File: src/rtl/nbr_frame_tx.sv
// nbr_frame_tx: serialises a node's own colour plus N neighbour colours as a framed, slot-indexed valid/ready stream
//   clk, rst                     : clock, synchronous active-high reset
//   ld_valid / ld_ready          : load handshake; self_in and nbr_in captured on ld_valid && ld_ready
//   self_in [W], nbr_in [N*W]    : own colour (slot 0) and neighbour colours (slot k = nbr_in[k*W-1 -: W])
//   tx_valid / tx_ready          : output beat handshake
//   tx_data, tx_slot, tx_sof/eof : beat payload, slot index 0..N, first/last beat markers
//   busy, frame_cnt              : frame in progress, completed-frame count (wraps)
module nbr_frame_tx #(
    parameter int W = 2,
    parameter int N = 4
) (
    input  logic           clk,
    input  logic           rst,
    input  logic           ld_valid,
    output logic           ld_ready,
    input  logic [W-1:0]   self_in,
    input  logic [N*W-1:0] nbr_in,
    output logic           tx_valid,
    input  logic           tx_ready,
    output logic [W-1:0]   tx_data,
    output logic [2:0]     tx_slot,
    output logic           tx_sof,
    output logic           tx_eof,
    output logic           busy,
    output logic [7:0]     frame_cnt
);
    typedef enum logic {IDLE, SEND} state_t;
    state_t               r_state, w_state_n;
    logic [(N+1)*W-1:0]   r_shadow, w_shadow_n;
    logic [W-1:0]         r_data, w_data_n;
    logic [2:0]           r_slot, w_slot_n, w_slot_inc;
    logic                 r_sof, w_sof_n, r_eof, w_eof_n;
    logic [7:0]           r_cnt, w_cnt_n;
    assign w_slot_inc = r_slot + 3'd1;
    always_comb begin
        w_state_n  = r_state;
        w_shadow_n = r_shadow;
        w_data_n   = r_data;
        w_slot_n   = r_slot;
        w_sof_n    = r_sof;
        w_eof_n    = r_eof;
        w_cnt_n    = r_cnt;
        if (r_state == IDLE) begin
            if (ld_valid) begin
                w_shadow_n = {nbr_in, self_in};
                w_data_n   = self_in;
                w_slot_n   = 3'd0;
                w_sof_n    = 1'b1;
                w_eof_n    = 1'b0;
                w_state_n  = SEND;
            end
        end else if (tx_ready) begin
            // tx_valid is always high in SEND, so tx_ready alone marks a transfer
            if (r_slot == 3'(N)) begin
                w_sof_n   = 1'b0;
                w_eof_n   = 1'b0;
                w_cnt_n   = r_cnt + 8'd1;
                w_state_n = IDLE;
            end else begin
                w_data_n = r_shadow[int'(w_slot_inc)*W +: W];
                w_slot_n = w_slot_inc;
                w_sof_n  = 1'b0;
                w_eof_n  = (w_slot_inc == 3'(N));
            end
        end
    end
    always_ff @(posedge clk) begin
        if (rst) begin
            r_state  <= IDLE;
            r_shadow <= '0;
            r_data   <= '0;
            r_slot   <= 3'd0;
            r_sof    <= 1'b0;
            r_eof    <= 1'b0;
            r_cnt    <= 8'd0;
        end else begin
            r_state  <= w_state_n;
            r_shadow <= w_shadow_n;
            r_data   <= w_data_n;
            r_slot   <= w_slot_n;
            r_sof    <= w_sof_n;
            r_eof    <= w_eof_n;
            r_cnt    <= w_cnt_n;
        end
    end
    // tx_valid, busy and ld_ready decode the state register directly, so they stay glitch-free registered outputs
    assign tx_valid  = (r_state == SEND);
    assign busy      = (r_state == SEND);
    assign ld_ready  = (r_state == IDLE);
    assign tx_data   = r_data;
    assign tx_slot   = r_slot;
    assign tx_sof    = r_sof;
    assign tx_eof    = r_eof;
    assign frame_cnt = r_cnt;
endmodule
File: config.mk
export PLATFORM = sky130hd
export DESIGN_NAME = nbr_frame_tx
export DESIGN_NICKNAME = d
export VERILOG_FILES = /design/src/rtl/nbr_frame_tx.sv
export SDC_FILE = /design/constraint.sdc
export NUM_CORES = 1
export LEC_CHECK = 0
export ABC_AREA = 1
export ABC_CLOCK_PERIOD_IN_PS = 2100
export CAP_MARGIN = 20
export CORE_UTILIZATION = 47
export CTS_CLUSTER_SIZE = 10
export DETAILED_ROUTE_END_ITERATION = 7
export GPL_ROUTABILITY_DRIVEN = 1
export PLACE_DENSITY = 0.77
export SKIP_CTS_REPAIR_TIMING = 1
export SYNTH_ARGS = -nofsm -noshare
export SYNTH_HDL_FRONTEND = slang
export SYNTH_SLANG_ARGS = --single-unit
export TNS_END_PERCENT = 30
File: constraint.sdc
create_clock -name clk -period 2.1 [get_ports clk]
set_clock_uncertainty 0.05 [all_clocks]
set_input_delay 0.42 -clock clk [delete_from_list [all_inputs] [get_ports clk]]
set_output_delay 0.42 -clock clk [all_outputs]
set_load 0.05 [all_outputs]
==> out/summary.txt <==
CTS HTree Levels = 1
Vias/cell = 5.08
Count leader, synth = nand2_1
Routability Congestion = 0.869
Final #Nets = 224
Drt first pass iters = 4
Worst-path cell chain = clkdlybuf4s50_1
Crit path depth = 1
Die Width = 53.5 µm
Worst slew pin tran = 0.500 ns
Flop pwr share = 47.4%
Reg2reg setup slack = 0.41 ns
Mapped Cells = 172
Crit path max-delay family = buffers and inverters
Post-route ant nets = 0
Max-cap viol count = 0
I/O pin count = 32
Sequential share of the synthesized area = 41.8%
Leak = 0.777 nW
Mapped Area = 1250 µm²
Number of remaining DRC errors = 0
First-pass GRT wire length = 4410 µm
Clock slew at reported path FFs = 0.15 ns
# port buffers = 31
Rel. slew slack = 66.6%
All-Layer GR Usage = 21.1%
Number of flops mapped to enable cells by yosys = 0
Outcome = finished clean
Top-area cell type share of the netlist area = 41.8%
Clk root buf = clkbuf_4
Grt total ovfl = 0
Number of global-route vias before repair = 1085
Max Clock Freq = 498 MHz
Yosys warns = 0
Clock power share = 30.2%
WL/cell = 11.6 µm
Design area = 1640 µm²
Syn Nets = 190
Final hold vios = 0
Synth area leader = dfxtp_1
TritonCTS buffer count = 3
Synth cell types = 24
WP data required = 1.63 ns
Ratio of cells with drive above 1 in the final layout = 10.2%
Max-slew violations = 0
Die ar. = 2860 µm²
Post-Place Cell Area = 1580 µm²
Setup TNS = 0 ns
Die height = 53.5 µm
R2R Path End = frame_cnt[7]
Row cnt = 18
Top cells by area, synth = dfxtp_1, nand2_1, o21ai_0
DP Wirelength = 1920 µm
Endpoints failing setup = 0
Detailed-route via count = 1194
P_int = 0.809 mW
Max IR drop VDD = 0.000414 V
RR Startpoint = tx_slot[0]
CTS Sinks = 26
RSZ-0062 raised after global routing = false
Diodes inserted = 0
Top post-synthesis cells by count = nand2_1, dfxtp_1, nor2_1
WL final = 2730 µm
CP Capture Type = output port
Initial antenna violation count = 0
Clock Latency Late Sink = 0.32 ns
WHS Endpoint = r_shadow[7]
Primary FF master, synth = dfxtp_1
Crit path buffers/inverters = 1
Worst Setup Path Type = reg -> out
Fin crit period = 2.01 ns
Initial DRC Count = 20
Psw = 0.336 mW
Hold path depth = 2
Hold Crit Class = reg -> reg
Area Overhead vs Synth = 31.7%
Combinational cell fraction of total power = 22.4%
CTS tree = yes
Reg2reg path depth = 9
PwrDens = 698 nW/µm²
Clk buf depth = 2
Worst setup SP type = flop
Tcrit/Tclk final = 95.7%
Sw Ratio = 29.4%
CP max FO = 4
Core Area = 2500 µm²
Initial Util = 49.8%
Max stage delay on crit path = 0.82 ns
CP Data Arrival Time = 1.54 ns
Worst hold path startpoint = r_shadow[7]
Average cell area after synthesis = 7.25 µm²
Async SR Flop Fraction = 0%
Slowest-stage cell, CP = clkdlybuf4s50_1
Flops & latches, synth = 26
Largest net degree at the start of global routing = 22
## worst min-delay path, stage by stage (launching register included)
cell,delay (ns)
dfxtp_1,0.33
inv_1,0.06
a21oi_1,0.06
## cell usage in the layout (no fill, tap or decap), types with 3 or more instances in the layout
master           count
o21ai_0             19
ha_1                 4
buf_4                6
nand3_1              4
inv_1               22
a21oi_1             17
dfxtp_1             26
clkbuf_4             3
clkdlybuf4s50_1     23
nor2_1              25
nand2_1             31
nand2_4              3
dlymetal6s2s_1       4
## how the worst max path moves through the flow
stage,from,end,slack (ns)
after floorplan,tx_slot[0],frame_cnt[4],0.16
after global placement,tx_ready,frame_cnt[7],0.36
after detailed placement,tx_ready,frame_cnt[4],0.33
after CTS,tx_slot[2],tx_slot[2],0.01
after global routing,frame_cnt[4],frame_cnt[4],0.04
final,frame_cnt[1],frame_cnt[1],0.09
## final cells by class
cell class                      count  area, µm²
Fill cell                         221        858
Multi-Input combinational cell    119        619
Sequential cell                    26        520
Timing Repair Buffer               33        325
Inverter                           23       86.3
Tap cell                           30       37.5
Clock inverter                      1       30.0
Clock buffer                        3       22.5
## state kept, by name, indices dropped and copies added, names as in the netlist
signal / flops
r_shadow: 10
busy: 1
tx_slot: 3
frame_cnt: 8
tx_sof: 1
tx_data: 2
tx_eof: 1
## per-layer routing
layer  vias to the layer above  global-route usage (%)  routed length [µm]
li1                        619                       -                   -
met1                       537                    25.1                1270
met4                         0                    8.33                  10
met2                        36                    37.3                1320
met3                         2                    2.87                 126
met5                         -                       0                   0
## power groups by stage
stage                     clock network [mW]  registers (mW)  logic, mW
after floorplan                            0           0.602      0.121
after detailed placement                   0           0.554      0.254
after global placement                     0           0.552      0.252
after CTS                              0.351           0.543      0.256
final                                  0.346           0.543      0.256
after global routing                   0.367           0.547      0.281
## kinds of logic after synthesis
group / share of synthesized area (%)
compound gates: 16.4
simple gates: 29.3
buf+inv: 8.53
fa+ha+maj: 4.02
flops: 41.8
## stage by stage
stage | util (%) | setup slack (ns) | hold slack, ns | instances | power, mW
after floorplan | - | 0.163 | 0.379 | 172 | 0.723
after global placement | 63.2 | 0.357 | 0.394 | 231 | 0.804
after detailed placement | 63.2 | 0.332 | 0.396 | 231 | 0.808
after CTS | 65.3 | 0.0111 | 0.418 | 235 | 1.15
after global routing | 65.7 | 0.0368 | 0.453 | 235 | 1.19
final | 65.7 | 0.0905 | 0.419 | 235 | 1.15
(Power assumes the default switching activity.)
